### src/rtl/mult_pkg.sv
// Shared types and sizing helpers for the sequential multipliers.
package mult_pkg;

  typedef enum logic [1:0] {
    IDLE = 2'd0,
    RUN  = 2'd1,
    DONE = 2'd2
  } state_t;

  // Iteration counter width for a WIDTH-bit shift-and-add datapath.
  function automatic int cnt_w(input int width);
    return (width < 2) ? 1 : $clog2(width);
  endfunction

endpackage

### src/rtl/lookahead_carry_adder.sv
// WIDTH-bit adder with carry lookahead inside 4-bit groups; groups chain by group carry.
module lookahead_carry_adder #(
  parameter int WIDTH = 16
) (
  input  logic [WIDTH-1:0] a,
  input  logic [WIDTH-1:0] b,
  input  logic             cin,
  output logic [WIDTH-1:0] sum,
  output logic             cout
);

  logic [WIDTH-1:0] g, p;
  logic [WIDTH:0]   c;

  assign g = a & b;
  assign p = a ^ b;

  // Each carry is expanded from its group's carry-in rather than the previous bit.
  always_comb begin
    int   base;
    logic t, pp;
    base = 0;
    t    = 1'b0;
    pp   = 1'b1;
    c    = '0;
    c[0] = cin;
    for (int i = 0; i < WIDTH; i++) begin
      base = (i / 4) * 4;
      t    = 1'b0;
      pp   = 1'b1;
      for (int j = i; j >= base; j--) begin
        t  = t | (g[j] & pp);
        pp = pp & p[j];
      end
      c[i+1] = t | (pp & c[base]);
    end
  end

  assign sum  = p ^ c[WIDTH-1:0];
  assign cout = c[WIDTH];

endmodule

### src/rtl/shift_add_multiplier.sv
// Radix-2 shift-and-add unsigned multiplier: one partial-product add per cycle,
// WIDTH iterations, valid/ready on both sides.
module shift_add_multiplier
  import mult_pkg::*;
#(
  parameter int WIDTH = 16
) (
  input  logic               clk,
  input  logic               rst,
  input  logic               in_valid,
  output logic               in_ready,
  input  logic [WIDTH-1:0]   a,
  input  logic [WIDTH-1:0]   b,
  output logic               out_valid,
  input  logic               out_ready,
  output logic [2*WIDTH-1:0] product
);

  localparam int            CW   = cnt_w(WIDTH);
  localparam logic [CW-1:0] LAST = CW'(WIDTH - 1);

  state_t           state, state_nx;
  logic [WIDTH-1:0] mcand, hi, lo, addend, sum;
  logic             cout;
  logic [CW-1:0]    cnt;
  logic             load, step;

  assign addend = lo[0] ? mcand : '0;

  lookahead_carry_adder #(.WIDTH(WIDTH)) u_add (
    .a    (hi),
    .b    (addend),
    .cin  (1'b0),
    .sum  (sum),
    .cout (cout)
  );

  always_comb begin
    state_nx = state;
    load     = 1'b0;
    step     = 1'b0;
    case (state)
      IDLE: if (in_valid) begin
        load     = 1'b1;
        state_nx = RUN;
      end
      RUN: begin
        step = 1'b1;
        if (cnt == LAST) state_nx = DONE;
      end
      DONE: if (out_ready) state_nx = IDLE;
      default: state_nx = IDLE;
    endcase
  end

  always_ff @(posedge clk) begin
    if (rst) begin
      state <= IDLE;
      mcand <= '0;
      hi    <= '0;
      lo    <= '0;
      cnt   <= '0;
    end else begin
      state <= state_nx;
      if (load) begin
        mcand <= a;
        hi    <= '0;
        lo    <= b;
        cnt   <= '0;
      end else if (step) begin
        // Carry-out drops into hi's MSB so the 2W+1-bit partial sum is never truncated.
        {hi, lo} <= {cout, sum, lo[WIDTH-1:1]};
        cnt      <= cnt + CW'(1);
      end
    end
  end

  assign in_ready  = (state == IDLE);
  assign out_valid = (state == DONE);
  assign product   = {hi, lo};

endmodule

### config.mk
export PLATFORM = sky130hd
export DESIGN_NAME = shift_add_multiplier
export DESIGN_NICKNAME = d
export VERILOG_FILES = /design/src/rtl/mult_pkg.sv /design/src/rtl/lookahead_carry_adder.sv /design/src/rtl/shift_add_multiplier.sv
export SDC_FILE = /design/constraint.sdc
export NUM_CORES = 1
export LEC_CHECK = 0
export CAP_MARGIN = 10
export CELL_PAD_IN_SITES_DETAIL_PLACEMENT = 1
export CELL_PAD_IN_SITES_GLOBAL_PLACEMENT = 1
export CORE_UTILIZATION = 32
export CTS_CLUSTER_DIAMETER = 80
export CTS_CLUSTER_SIZE = 14
export DETAILED_ROUTE_END_ITERATION = 8
export GPL_TIMING_DRIVEN = 0
export PLACE_DENSITY = 0.86
export SYNTH_ARGS = -nofsm -noshare
export SYNTH_HDL_FRONTEND = slang
export SYNTH_SLANG_ARGS = --single-unit
### constraint.sdc
create_clock -name clk -period 2.59 [get_ports clk]
set_input_delay 0.518 -clock clk [delete_from_list [all_inputs] [get_ports clk]]
set_output_delay 0.518 -clock clk [all_outputs]
set_load 0.005 [all_outputs]
======== Word-level counts from Yosys, hierarchy flattened ========
Index checks and enable logic that the tools add are counted.
word-level totals
  logic and storage cells ................. 122
  memories kept ........................... 0
  bits in writable memories ............... 0
  bits in latches ......................... 0
  bits in registers ....................... 54
  memory bits (read-only) ................. 0
cells by class
  $lt $le $gt $ge ......................... 0
  multiplexer cells ....................... 10
  shift-type cells ........................ 0
  bitwise gates (word level) .............. 96
  reductions and logical operators ........ 4
  divide/modulo/power cells ............... 0
  multipliers ............................. 0
  add/subtract/negate cells ............... 1
  equal/unequal tests ..................... 6
operators with widths
  cell                                                                     count
  1-bit AND                                                                57
  16-bit 2-to-1 mux                                                        3
  1-bit OR                                                                 36
  16-bit bitwise XOR                                                       2
  16-bit AND                                                               1
  2-bit 2-to-1 mux                                                         3
  2-bit case mux with 3 select lines                                       1
  4-bit by 1-bit adder with 4-bit output, second input constant            1
  4-bit == test, second input constant                                     1
  2-bit inequality test, second input constant                             2
  1-bit 2-to-1 mux                                                         3
  3-bit AND reduction                                                      1
  2-bit by 1-bit == test with 1-bit output, second input constant          1
  2-bit == test, second input constant                                     1
  2-bit logical NOT                                                        1
  2-bit by 1-bit inequality test with 1-bit output, second input constant  1
  2-bit nonzero test                                                       1
  2-bit OR reduction                                                       1

======== Depth between registers and ports, before layout ========
  depth in word-level cells ............... 15
  mapped depth ............................ 11

======== Modules after synthesis ========
From an unflattened synthesis, not the netlist that was laid out.
second synthesis, totals
  cell total of the unflattened synthesis .. 388
  area total of the unflattened synthesis .. 3,146.8 µm²
by module, submodules not included
  module                 seq. area each (µm²)  times used  area an instance (µm²)  cells each
  shift_add_multiplier   1,081.0               1           2,379.8                 297
  lookahead_carry_adder  0.0                   1           767.0                   91

======== Worst setup path before layout ========
No wires, ideal clock.
  path kind ............................... flip-flop to flip-flop
  start ................................... register lo[0]
  end ..................................... register hi[12]
  arrival ................................. 2.383 ns
  data required time ...................... 2.504 ns
  buffers on the path ..................... 1
  setup time .............................. 0.086 ns
  path slack .............................. 0.121 ns
  stages on the path, launching flop included .. 11
  cells stage by stage .................... dfxtp_1 -> clkbuf_1 -> and2_1 -> ha_1 -> a41oi_2 -> o21ai_4 -> a31oi_4 -> o21bai_4 -> fa_1 -> xnor2_1 -> a211oi_1
between the ends
  cells in the longest elaborated chain, start to end .. 13
  elaborated cells between the ends (all ways) .. 36
ends and longest elaborated chain
  element                                                  line                                                      source
  start, declared                                          shift_add_multiplier.sv:23                                logic [WIDTH-1:0] mcand, hi, lo, addend, sum;
  start signal, assigned                                   shift_add_multiplier.sv:72                                {hi, lo} <= {cout, sum, lo[WIDTH-1:1]};
  16-bit 2-to-1 mux (*)                                    shift_add_multiplier.sv:28                                assign addend = lo[0] ? mcand : '0;
  16-bit AND / 16-bit bitwise XOR (equally long branches)  lookahead_carry_adder.sv:15, lookahead_carry_adder.sv:16
  1-bit AND (on tied branches)                             lookahead_carry_adder.sv:32, lookahead_carry_adder.sv:33
  1-bit OR (tied with other cells)                         lookahead_carry_adder.sv:32                               t = t | (g[j] & pp);
  1-bit OR / 1-bit AND (equally long branches)             lookahead_carry_adder.sv:32
  1-bit OR                                                 lookahead_carry_adder.sv:32
  1-bit AND                                                lookahead_carry_adder.sv:35                               c[i+1] = t | (pp & c[base]);
  1-bit OR                                                 lookahead_carry_adder.sv:35
  1-bit AND                                                lookahead_carry_adder.sv:35
  1-bit OR                                                 lookahead_carry_adder.sv:35
  1-bit AND                                                lookahead_carry_adder.sv:35
  1-bit OR                                                 lookahead_carry_adder.sv:35
  16-bit bitwise XOR (*)                                   lookahead_carry_adder.sv:39                               assign sum = p ^ c[WIDTH-1:0];
  end signal, assigned                                     shift_add_multiplier.sv:72
  end, declared                                            shift_add_multiplier.sv:23
Every way passes the cells marked *; elsewhere a longest branch is shown, timed or not.
A chain may end at the register's enable or synchronous reset.

======== Worst setup path in the final report ========
  start ................................... register lo[0]
  end ..................................... register hi[11]
between the ends
  cells in the longest elaborated chain, start to end .. 11
  elaborated cells between the ends (all ways) .. 34
ends and longest elaborated chain
  element                                                  line
  16-bit 2-to-1 mux (*)                                    shift_add_multiplier.sv:28
  16-bit AND / 16-bit bitwise XOR (equally long branches)  lookahead_carry_adder.sv:15, lookahead_carry_adder.sv:16
  1-bit AND (on tied branches)                             lookahead_carry_adder.sv:32, lookahead_carry_adder.sv:33
  1-bit OR (tied with other cells)                         lookahead_carry_adder.sv:32
  1-bit OR / 1-bit AND (equally long branches)             lookahead_carry_adder.sv:32
  1-bit OR                                                 lookahead_carry_adder.sv:32
  1-bit AND                                                lookahead_carry_adder.sv:35
  1-bit OR                                                 lookahead_carry_adder.sv:35
  1-bit AND                                                lookahead_carry_adder.sv:35
  1-bit OR                                                 lookahead_carry_adder.sv:35
  16-bit bitwise XOR (*)                                   lookahead_carry_adder.sv:39
  named net sum[12]                                        shift_add_multiplier.sv:23
The timed path passes the listed nets; every way through them passes the cells marked *.

==> flow_metrics.env <==
export IMPL_status="completed"
export IMPL_drt_iter0_drc=56
export IMPL_worst_path_buf_inv=1
export IMPL_drt_pass1_iter_count=4
export IMPL_maxCapViolCount=0
export IMPL_yosys_most_used_dff="dfxtp_1"
export IMPL_cpMostUsedCell="a21oi_1"
export IMPL_hp_start="mcand[13]"
export IMPL_grt_max_degree=16
export IMPL_power_total_mw=1.88
export IMPL_hold_viol_final=0
export IMPL_cp_slowest_cell="fa_2"
export IMPL_finalCriticalPeriod_ns=2.48
export IMPL_wl_per_cell_um=15.6
export IMPL_track_usage_pct=19.0
export IMPL_ant_nets=0
export IMPL_ys_seq_elements=54
export IMPL_post_route_util_pct=45.1
export IMPL_cts_tree="built"
export IMPL_drv_slew=0
export IMPL_cp_depth=10
export IMPL_fin_nets=461
export IMPL_fin_worst_skew_ns=0.00638
export IMPL_first_global_vias=2784
export IMPL_path_max_fanout=10
export IMPL_ys_seq_area_share_pct=39.1
export IMPL_critical_path_cell_chain="clkbuf_8, and2_1, ha_1, a21oi_1, o21ai_1, a31oi_4, o21bai_4, fa_2, nand2_1, a21oi_1"
export IMPL_grt_overflow=0
export IMPL_pin_count=70
export IMPL_min_to="mcand[13]"
export IMPL_vias=2593
export IMPL_async_reset_ff_share_pct=0
export IMPL_yosysWarnings=0
export IMPL_yosysUniqueCellTypes=42
export IMPL_clock_latency_ns=0.31
export IMPL_multiInputGateArea_mm2=0.00161
export IMPL_setup_viol=0
export IMPL_place_ws_ns=-0.502
export IMPL_max_freq_mhz=402
export IMPL_r2r_start="lo[0]"
export IMPL_viasPerCell=5.08
export IMPL_seq_area_mm2=0.00108
export IMPL_crit_path_start_kind="flip-flop"
export IMPL_nFillCells=975
export IMPL_core_mm2=0.00830
export IMPL_initial_core_util_pct=33.3
export IMPL_clock_path_buffers=2
export IMPL_critical_path_top_delay_family="adder cells"
export IMPL_dieArea_mm2=0.00902
export IMPL_relSlewSlack_pct=58.9
export IMPL_htreeDepth=2
export IMPL_drive_gt1_share_pct=8.15
export IMPL_worst_setup_path_type="reg -> reg"
export IMPL_slowest_delay_ns=0.53
export IMPL_holdCritPathClass="reg -> reg"
export IMPL_rows=33
export IMPL_rr_worst_depth=10
export IMPL_worstSetupEndpointType="flip-flop"
export IMPL_cts_root_buf="clkbuf_8"
export IMPL_area_growth_pct=35.4
export IMPL_cts_made_buffers=5
export IMPL_syn_inst=326
export IMPL_power_density_mw_per_mm2=502
export IMPL_post_route_period_util_pct=95.9
export IMPL_fp_dieH_um=95.0
export IMPL_crit_required_ns=2.83
export IMPL_io_buffers=68
export IMPL_syn_nets=383
export IMPL_grt_pass1_wl_um=13200
export IMPL_cts_sinks=54
export IMPL_p_leak_nw=1.42
export IMPL_hpwl_um=5890
export IMPL_synth_edff_count=0
export IMPL_tightest_slew_ns=0.617
export IMPL_ir_drop_uv=251
export IMPL_whs_path_depth=2
export IMPL_synth_area_mm2=0.00277
export IMPL_antenna_found_initial=0
export IMPL_crit_arrival_ns=2.73
export IMPL_drc=0
export IMPL_gp_congestion=0.823
export IMPL_r2r_end="hi[11]"
export IMPL_r2r_slack_ns=0.11
export IMPL_cts_hold_buf=0
export IMPL_die_w_um=95.0
export IMPL_setup_ws_ns=0.105
export IMPL_finalWirelength_um=7970
export IMPL_insertedDiodeCount=0
export IMPL_cts_clk_slew_worst_paths_ns=0.10
export IMPL_avgSynthCellArea_um2=8.49
==> synthesized netlist by cell type (all sizes together), types with 3 or more instances <==
| cell | count | area (um^2) |
|---|---|---|
| a211oi | 8 | 65.1 |
| a21oi | 47 | 239 |
| a22oi | 16 | 120 |
| a31oi | 3 | 48.8 |
| and2 | 17 | 106 |
| buf | 7 | 46.3 |
| clkbuf | 12 | 45.0 |
| dfxtp | 54 | 1080 |
| fa | 4 | 80.1 |
| ha | 17 | 213 |
| inv | 7 | 26.3 |
| nand2 | 68 | 255 |
| nand2b | 4 | 25.0 |
| nor2 | 23 | 88.8 |
| nor2b | 3 | 18.8 |
| o21ai | 4 | 31.3 |
| xnor2 | 8 | 70.1 |
| xor2 | 5 | 43.8 |
==> cell type report <==
type | count | share of cell area, %
buffer | 19 | 2.71
multi-input combinational | 246 | 42.9
sequential | 54 | 29.0
clock buffer | 7 | 2.30
clock inverter | 1 | 0.134
inverter | 7 | 0.701
tap | 105 | 3.51
timing repair buffer | 71 | 18.8
==> tightest hold or removal path: cells and delay by family, from the launching register on <==
kind            cells  cell delay, ns
flops               1            0.32
compound gates      1            0.05
simple gates        1            0.05
==> cells by family (layout without fill, tap and decap cells) <==
kind of cell / after synthesis / after routing / share of synthesized area, %
xor+xnor: 13 / 13 / 4.12
flops: 54 / 54 / 39.1
compound gates: 90 / 90 / 22.6
fa+ha+maj: 21 / 21 / 10.6
buf+inv: 26 / 105 / 4.25
simple gates: 122 / 122 / 19.4
==> placed cells by master, fill, tap and decap left out, types with 5 or more instances in the layout <==
master,count
nand2_1,68
clkdlybuf4s50_1,68
dfxtp_1,53
a21oi_1,46
nor2_1,22
and2_1,17
a22oi_1,16
ha_1,15
clkbuf_1,12
clkbuf_8,7
inv_1,7
xnor2_1,7
a211oi_1,6
xor2_1,5
==> stage by stage <==
| stage | TNS (ns) | instances | cell area [um^2] | hold slack (ns) |
|---|---|---|---|---|
| after global routing | -0.0241 | 510 | 3750 | 0.470 |
| after detailed placement | -2.97 | 499 | 3580 | 0.445 |
| after global placement | -1.83 | 499 | 3580 | 0.440 |
| after floorplan | 0 | 326 | 2770 | 0.432 |
| final | 0 | 510 | 3750 | 0.456 |
| after CTS | 0 | 510 | 3720 | 0.459 |
==> worst max-delay path by stage <==
stage | start | endpoint | slack, ns
finish | lo[0] | hi[11] | 0.11
global route | lo[0] | hi[11] | -0.02
CTS | lo[0] | hi[12] | 0.003
detailed placement | lo[0] | hi[12] | -0.50
global placement | lo[0] | hi[12] | -0.38
floorplan | lo[0] | hi[12] | 0.12
==> routing by layer <==
| metal | wire [um] | GRT usage [%] | vias to the layer above |
|---|---|---|---|
| met5 | 0 | 0 | - |
| met4 | 165 | 6.82 | 0 |
| li1 | - | - | 1266 |
| met3 | 447 | 4.19 | 13 |
| met1 | 3470 | 22.9 | 1252 |
| met2 | 3880 | 33.0 | 62 |
==> report_power, final <==
part	internal [mW]	leakage [nW]	switching [mW]	total, mW
Combinational	0.211	0.930	0.227	0.438
Sequential	0.889	0.442	0.0448	0.934
Clock	0.217	0.0482	0.291	0.508
==> what timing repair did <==
item / 4_1_cts / 5_1_grt
pin swaps: 2 / 4
setup buffers: 3 / 0
setup endpoints to repair: 13 / 1
gates resized for setup: 6 / 4
==> sequential cells by signal (all words and copies together), names as in the netlist <==
register / flops
hi: 16
lo: 16
mcand: 16
cnt: 4
state: 2
Power figures use the tool's default switching activity.
